$ cat src/rtl/branch_resolve_if.sv
// Control-flow resolve bundle: upstream op, downstream result,
// flush pulse and performance counters.
interface branch_resolve_if;
    logic        in_valid;
    logic        in_ready;
    logic        in_is_branch;
    logic        in_is_jal;
    logic        in_is_jalr;
    logic [31:0] in_pc;
    logic [31:0] in_imm;
    logic [31:0] in_rs1;
    logic [31:0] cmp_res;
    logic        out_valid;
    logic        out_ready;
    logic        out_redirect;
    logic [31:0] out_target;
    logic [31:0] out_link;
    logic        out_misalign;
    logic        flush;
    logic [31:0] br_cnt;
    logic [31:0] taken_cnt;

    modport master (
        output in_valid, in_is_branch, in_is_jal, in_is_jalr,
        output in_pc, in_imm, in_rs1, cmp_res, out_ready,
        input  in_ready, out_valid, out_redirect, out_target,
        input  out_link, out_misalign, flush, br_cnt, taken_cnt
    );

    modport slave (
        input  in_valid, in_is_branch, in_is_jal, in_is_jalr,
        input  in_pc, in_imm, in_rs1, cmp_res, out_ready,
        output in_ready, out_valid, out_redirect, out_target,
        output out_link, out_misalign, flush, br_cnt, taken_cnt
    );
endinterface

$ cat src/rtl/branch_resolve.sv
// Resolves branch/jal/jalr ops into a redirect, target and link,
// with a one-cycle flush pulse after each taken redirect.
module branch_resolve (
    input  logic             clk,
    input  logic             rst_n,
    branch_resolve_if.slave  bus
);
    typedef enum logic [1:0] {IDLE, HOLD, FLUSH} state_t;

    state_t      r_state;
    logic        r_valid;
    logic        r_redirect;
    logic        r_misalign;
    logic        r_flush;
    logic [31:0] r_target;
    logic [31:0] r_link;
    logic [31:0] r_br_cnt;
    logic [31:0] r_taken_cnt;

    logic        w_jalr;
    logic        w_jal;
    logic        w_br;
    logic        w_br_tk;
    logic        w_taken;
    logic [31:0] w_target;
    logic        w_misalign;
    logic        w_redirect;
    logic        w_in_ready;
    logic        w_accept;
    logic        w_hs;

    // Type bits are masked so jalr > jal > branch and selects are one-hot
    assign w_jalr     = bus.in_is_jalr;
    assign w_jal      = bus.in_is_jal & ~bus.in_is_jalr;
    assign w_br       = bus.in_is_branch & ~bus.in_is_jal
                        & ~bus.in_is_jalr;
    assign w_br_tk    = w_br & bus.cmp_res[0];
    assign w_taken    = w_jalr | w_jal | w_br_tk;

    always_comb begin
        w_target = bus.in_pc + 32'd4;
        unique case (1'b1)
            w_jalr:  w_target = (bus.in_rs1 + bus.in_imm)
                                & 32'hFFFF_FFFE;
            w_jal:   w_target = bus.in_pc + bus.in_imm;
            w_br_tk: w_target = bus.in_pc + bus.in_imm;
            default: w_target = bus.in_pc + 32'd4;
        endcase
    end

    assign w_misalign = w_taken & w_target[1];
    assign w_redirect = w_taken & ~w_misalign;

    always_comb begin
        w_in_ready = 1'b0;
        unique case (r_state)
            IDLE:    w_in_ready = 1'b1;
            HOLD:    w_in_ready = bus.out_ready & ~r_redirect;
            FLUSH:   w_in_ready = 1'b0;
            default: w_in_ready = 1'b0;
        endcase
    end

    assign w_accept = bus.in_valid & w_in_ready;
    assign w_hs     = r_valid & bus.out_ready;

    always_ff @(posedge clk or negedge rst_n) begin
        if (!rst_n) begin
            r_state     <= IDLE;
            r_valid     <= 1'b0;
            r_redirect  <= 1'b0;
            r_misalign  <= 1'b0;
            r_flush     <= 1'b0;
            r_target    <= 32'd0;
            r_link      <= 32'd0;
            r_br_cnt    <= 32'd0;
            r_taken_cnt <= 32'd0;
        end else begin
            r_flush <= 1'b0;
            if (w_accept) begin
                r_br_cnt    <= r_br_cnt + 32'(w_br);
                r_taken_cnt <= r_taken_cnt + 32'(w_taken);
            end
            unique case (r_state)
                IDLE: begin
                    if (w_accept) begin
                        r_state    <= HOLD;
                        r_valid    <= 1'b1;
                        r_redirect <= w_redirect;
                        r_misalign <= w_misalign;
                        r_target   <= w_target;
                        r_link     <= bus.in_pc + 32'd4;
                    end
                end
                HOLD: begin
                    if (w_hs) begin
                        if (r_redirect) begin
                            r_state    <= FLUSH;
                            r_valid    <= 1'b0;
                            r_redirect <= 1'b0;
                            r_flush    <= 1'b1;
                        end else if (w_accept) begin
                            r_redirect <= w_redirect;
                            r_misalign <= w_misalign;
                            r_target   <= w_target;
                            r_link     <= bus.in_pc + 32'd4;
                        end else begin
                            r_state    <= IDLE;
                            r_valid    <= 1'b0;
                            r_redirect <= 1'b0;
                        end
                    end
                end
                FLUSH: r_state <= IDLE;
                default: r_state <= IDLE;
            endcase
        end
    end

    assign bus.in_ready     = w_in_ready;
    assign bus.out_valid    = r_valid;
    assign bus.out_redirect = r_redirect;
    assign bus.out_misalign = r_misalign;
    assign bus.out_target   = r_target;
    assign bus.out_link     = r_link;
    assign bus.flush        = r_flush;
    assign bus.br_cnt       = r_br_cnt;
    assign bus.taken_cnt    = r_taken_cnt;
endmodule
$ cat src/flat_wrapper.sv
// flat-port wrapper written by rule: the top's interface ports become plain ports
module branch_resolve_flat 
  (clk, rst_n, bus_in_valid, bus_in_is_branch, bus_in_is_jal, bus_in_is_jalr, bus_in_pc, bus_in_imm, bus_in_rs1, bus_cmp_res, bus_out_ready, bus_in_ready, bus_out_valid, bus_out_redirect, bus_out_target, bus_out_link, bus_out_misalign, bus_flush, bus_br_cnt, bus_taken_cnt);
  branch_resolve_if bus_i ();
  input  logic clk;
  input  logic rst_n;
  input wire logic [$bits(bus_i.in_valid)-1:0] bus_in_valid;
  input wire logic [$bits(bus_i.in_is_branch)-1:0] bus_in_is_branch;
  input wire logic [$bits(bus_i.in_is_jal)-1:0] bus_in_is_jal;
  input wire logic [$bits(bus_i.in_is_jalr)-1:0] bus_in_is_jalr;
  input wire logic [$bits(bus_i.in_pc)-1:0] bus_in_pc;
  input wire logic [$bits(bus_i.in_imm)-1:0] bus_in_imm;
  input wire logic [$bits(bus_i.in_rs1)-1:0] bus_in_rs1;
  input wire logic [$bits(bus_i.cmp_res)-1:0] bus_cmp_res;
  input wire logic [$bits(bus_i.out_ready)-1:0] bus_out_ready;
  output wire logic [$bits(bus_i.in_ready)-1:0] bus_in_ready;
  output wire logic [$bits(bus_i.out_valid)-1:0] bus_out_valid;
  output wire logic [$bits(bus_i.out_redirect)-1:0] bus_out_redirect;
  output wire logic [$bits(bus_i.out_target)-1:0] bus_out_target;
  output wire logic [$bits(bus_i.out_link)-1:0] bus_out_link;
  output wire logic [$bits(bus_i.out_misalign)-1:0] bus_out_misalign;
  output wire logic [$bits(bus_i.flush)-1:0] bus_flush;
  output wire logic [$bits(bus_i.br_cnt)-1:0] bus_br_cnt;
  output wire logic [$bits(bus_i.taken_cnt)-1:0] bus_taken_cnt;
  assign bus_i.in_valid = bus_in_valid;
  assign bus_i.in_is_branch = bus_in_is_branch;
  assign bus_i.in_is_jal = bus_in_is_jal;
  assign bus_i.in_is_jalr = bus_in_is_jalr;
  assign bus_i.in_pc = bus_in_pc;
  assign bus_i.in_imm = bus_in_imm;
  assign bus_i.in_rs1 = bus_in_rs1;
  assign bus_i.cmp_res = bus_cmp_res;
  assign bus_i.out_ready = bus_out_ready;
  assign bus_in_ready = bus_i.in_ready;
  assign bus_out_valid = bus_i.out_valid;
  assign bus_out_redirect = bus_i.out_redirect;
  assign bus_out_target = bus_i.out_target;
  assign bus_out_link = bus_i.out_link;
  assign bus_out_misalign = bus_i.out_misalign;
  assign bus_flush = bus_i.flush;
  assign bus_br_cnt = bus_i.br_cnt;
  assign bus_taken_cnt = bus_i.taken_cnt;
  branch_resolve u_core (.clk(clk), .rst_n(rst_n), .bus(bus_i));
endmodule
$ cat config.mk
export PLATFORM = sky130hd
export DESIGN_NAME = branch_resolve_flat
export DESIGN_NICKNAME = d
export VERILOG_FILES = /design/src/rtl/branch_resolve_if.sv /design/src/rtl/branch_resolve.sv /design/src/flat_wrapper.sv
export SDC_FILE = /design/constraint.sdc
export NUM_CORES = 1
export LEC_CHECK = 0
export CAP_MARGIN = 20
export CORE_ASPECT_RATIO = 0.9
export CORE_MARGIN = 5
export CORE_UTILIZATION = 53
export DETAILED_ROUTE_END_ITERATION = 16
export PLACE_DENSITY = 0.85
export SLEW_MARGIN = 40
export SYNTH_ARGS = -nofsm -noshare
export SYNTH_HDL_FRONTEND = slang
export SYNTH_SLANG_ARGS = --single-unit
$ cat constraint.sdc
create_clock -name clk -period 6.17 [get_ports clk]
set_input_delay 1.851 -clock clk [delete_from_list [all_inputs] [get_ports clk]]
set_output_delay 1.851 -clock clk [all_outputs]
set_load 0.02 [all_outputs]
==> impl_results.md <==
- Post-route ant nets: 0
- GR Overflow Total: 0
- Htree depth: 4
- Synth Register Bits: 134
- Crit start category: primary input
- Critical Path Source: bus_out_ready
- First DRT Iteration DRCs: 757
- Synth top area cells: dfrtp_1, ha_1, xnor2_1
- Syn Area/Cell: between 8 and 9 µm²
- Post-CTS Setup Bufs: 0
- Die W: 152 µm
- Hpwl dp: 23500 µm
- Setup crit end kind: primary output
- Clock transition at the registers of the reported paths: 0.06 ns
- Min-delay src: u_core.bus.br_cnt[31]$_DFFE_PN0P_
- Vias/cell: 5.97
- CTS Hold Buffers Added: 0
- Antenna violations before repair: 0
- Sequential share of the synthesized area: 34.7%
- EDFF count, synth: 0
- Site Rows: 46
- Hold Path End: u_core.bus.br_cnt[31]$_DFFE_PN0P_
- Setup_tns: 0 ns
- Root buffer cell: clkbuf_16
- WHS Path Cells: 1
- MaxCap Viol Count: 0
- VDD IR-drop max: approximately 210 µV
- Tmin final: between 5 and 6 ns
- Final setup fails: 0
- Via count: 9563
- Number of port buffers: between 200 and 250
- Post-cts sizing count: 0
- RSZ-0062 raised after global routing: no
- Worst setup path category: primary input to primary output
- Syn nets: 1323
- Area leader, netlist: dfrtp_1
- Worst Hold Class: flop to flop
- Period utilization: 84.8%
- Final design utilization: 72.3%
- Slew Viols, Final: 0
- Distinct cell type count of the synthesized netlist: 69
- Top-count cell post-synth: nand2_1
- Pre-antenna DRT Iters: 7
- Drt wl/cell: 19.3 µm
- Die area: between 0.02 and 0.025 mm²
- Drc violations: 0
- Worst-Margin Slew: 0.692 ns
- Post-Route WL: 30800 µm
- N_diodes: 0
- Fin Hold WS: 0.468 ns
- CTS tree: built
- CTS Sinks: approximately 130
- FF-to-FF End: u_core.bus.taken_cnt[28]$_DFFE_PN0P_
- Chip height: approximately 140 µm
- CP arrival: around 3.4 ns
- Layout area overhead: 33.1%
- Data required time of the critical path: ~4.3 ns
- Most instantiated cells after synthesis: nand2_1, dfrtp_1, o21ai_0, xnor2_1
- Worst R2R Path Depth: 9
- GRT Total Usage: 28.1%
- Initial Utilization: a little over half
- Clock skew: 0.00711 ns
- First-pass GRT wire length: 48500 µm
- Ys async rst share: 100%
- Slew headroom: 53.9%
- Power per cell area: 325 mW/mm²
- Post-Synthesis Cells: 1120
- Fmax: about 0.19 GHz
- Lkg Pwr: 5.59 nW
- Largest net degree at the start of global routing: 87
- Crit Path Max Fanout: 6
- CTS Buffer Depth: 2
- Post-synth top flop: dfrtp_1
- Final GP Congestion: between 0.9 and 1
- # nets final: 1551
- Flop2flop setup slack: 3.24 ns
- Ports: 268
- CTS Buf Count: 17
- R2r startpoint: u_core.bus.out_redirect$_DFFE_PN0P_
- Outcome: complete, no violations
- Final Hold Vio Count: 0
- Number of global-route vias before repair: 9027
- CORE AREA: 0.0178 mm²
- Clk_lat worst skew: about 0.42 ns
- Share of layout cells above drive strength 1: 4.78%
- Area fraction of the dominant cell type after synthesis: 34.7%
- Ys Warns: 0
- Syn Std Cell Area: 0.00966 mm²
==> worst max path at each step <==
stage	depth (start not counted)	endpoint	slack, ns
2_1_floorplan	12	u_core.bus.taken_cnt[31]$_DFFE_PN0P_	1.89
3_3_place_gp	4	bus_in_ready	0.98
3_5_place_dp	12	u_core.bus.out_target[26]$_DFFE_PN0P_	0.90
4_1_cts	4	bus_in_ready	0.95
5_1_grt	4	bus_in_ready	0.92
6_report	4	bus_in_ready	0.94
==> state kept, by name, indices dropped and copies added (netlist names) <==
| register | cells |
|---|---|
| u_core.bus.out_valid | 1 |
| u_core.bus.out_redirect | 1 |
| u_core.bus.taken_cnt | 32 |
| u_core.bus.out_misalign | 1 |
| u_core.bus.out_target | 32 |
| u_core.bus.out_link | 32 |
| u_core.bus.br_cnt | 32 |
| u_core.bus.flush | 1 |
| u_core.r_state | 2 |
==> per-stage QoR <==
stage                     cells  power, W  instance area [µm²]  setup WS [ns]
after global routing       1601   0.00439                12900          0.924
after global placement     1569   0.00310                12200          0.977
after floorplan            1120   0.00228                 9660           1.89
after CTS                  1601   0.00418                12800          0.953
after detailed placement   1569   0.00314                12200          0.905
final                      1601   0.00418                12900          0.936
==> cells by family (layout without fill, tap and decap cells) <==
| logic type | after synthesis | after routing | synth area share (%) |
|---|---|---|---|
| AND/OR/NAND/NOR | 425 | 425 | 21.2 |
| AO/OA/AOI/OAI | 294 | 294 | 19.5 |
| XOR/XNOR | 140 | 140 | 12.7 |
| flip-flops | 134 | 134 | 34.7 |
| adder cells (fa/ha/maj) | 68 | 68 | 8.96 |
| buffers and inverters | 53 | 294 | 2.19 |
| multiplexers | 6 | 6 | 0.700 |
==> report_power, final <==
| part | switching [W] | internal, W | leakage [nW] |
|---|---|---|---|
| logic | 0.00105 | 0.000808 | 3.55 |
| clock network | 0.000415 | 0.000617 | 0.298 |
| registers | 0.000168 | 0.00112 | 1.73 |
| total | 0.00163 | 0.00255 | 5.59 |
==> layer usage <==
metal  vias to the layer above  track usage, %  part of all wire (%)
li1                       4505               -                     -
met1                      4533            39.6                    44
met2                       497            46.2                    47
met3                        28            4.37                   7.8
met4                         0            6.05                   1.5
met5                         -               0                     0
==> layout by cell type (no fill, tap or decap), types with 7 or more instances in the layout <==
cell type and count:
clkdlybuf4s50_1 235, nand2_1 162, dfrtp_1 134, o21ai_0 88, xnor2_1 86, a21oi_1 81
nor2_1 81, ha_1 66, xor2_1 54, nand3_1 43, and3_1 35, a21o_1 20
nand4_1 19, inv_1 17, clkbuf_16 17, nand2b_1 14, a221oi_1 14, a31oi_1 13
o22ai_1 12, or3_1 10, nor3_1 9, a211oi_1 9, nor2b_1 8, and4_1 8
and2_1 8, buf_4 8, o211ai_1 7, o21bai_1 7, o21a_1 7
==> critical path, cell delays in order <==
cell and delay, ns:
clkdlybuf4s50_1 0.62, nand2b_4 0.09, a21oi_1 0.18, clkdlybuf4s50_1 0.63
==> cell type report <==
cell class / count / area (µm²)
Inverter: 18 / 67.6
Timing Repair Buffer: 244 / 2430
Tap cell: 240 / 300
Sequential cell: 134 / 3350
Clock inverter: 14 / 164
Fill cell: 1350 / 4930
Clock buffer: 18 / 439
Multi-Input combinational cell: 933 / 6110
No activity file was read; power rests on OpenSTA's default activity.
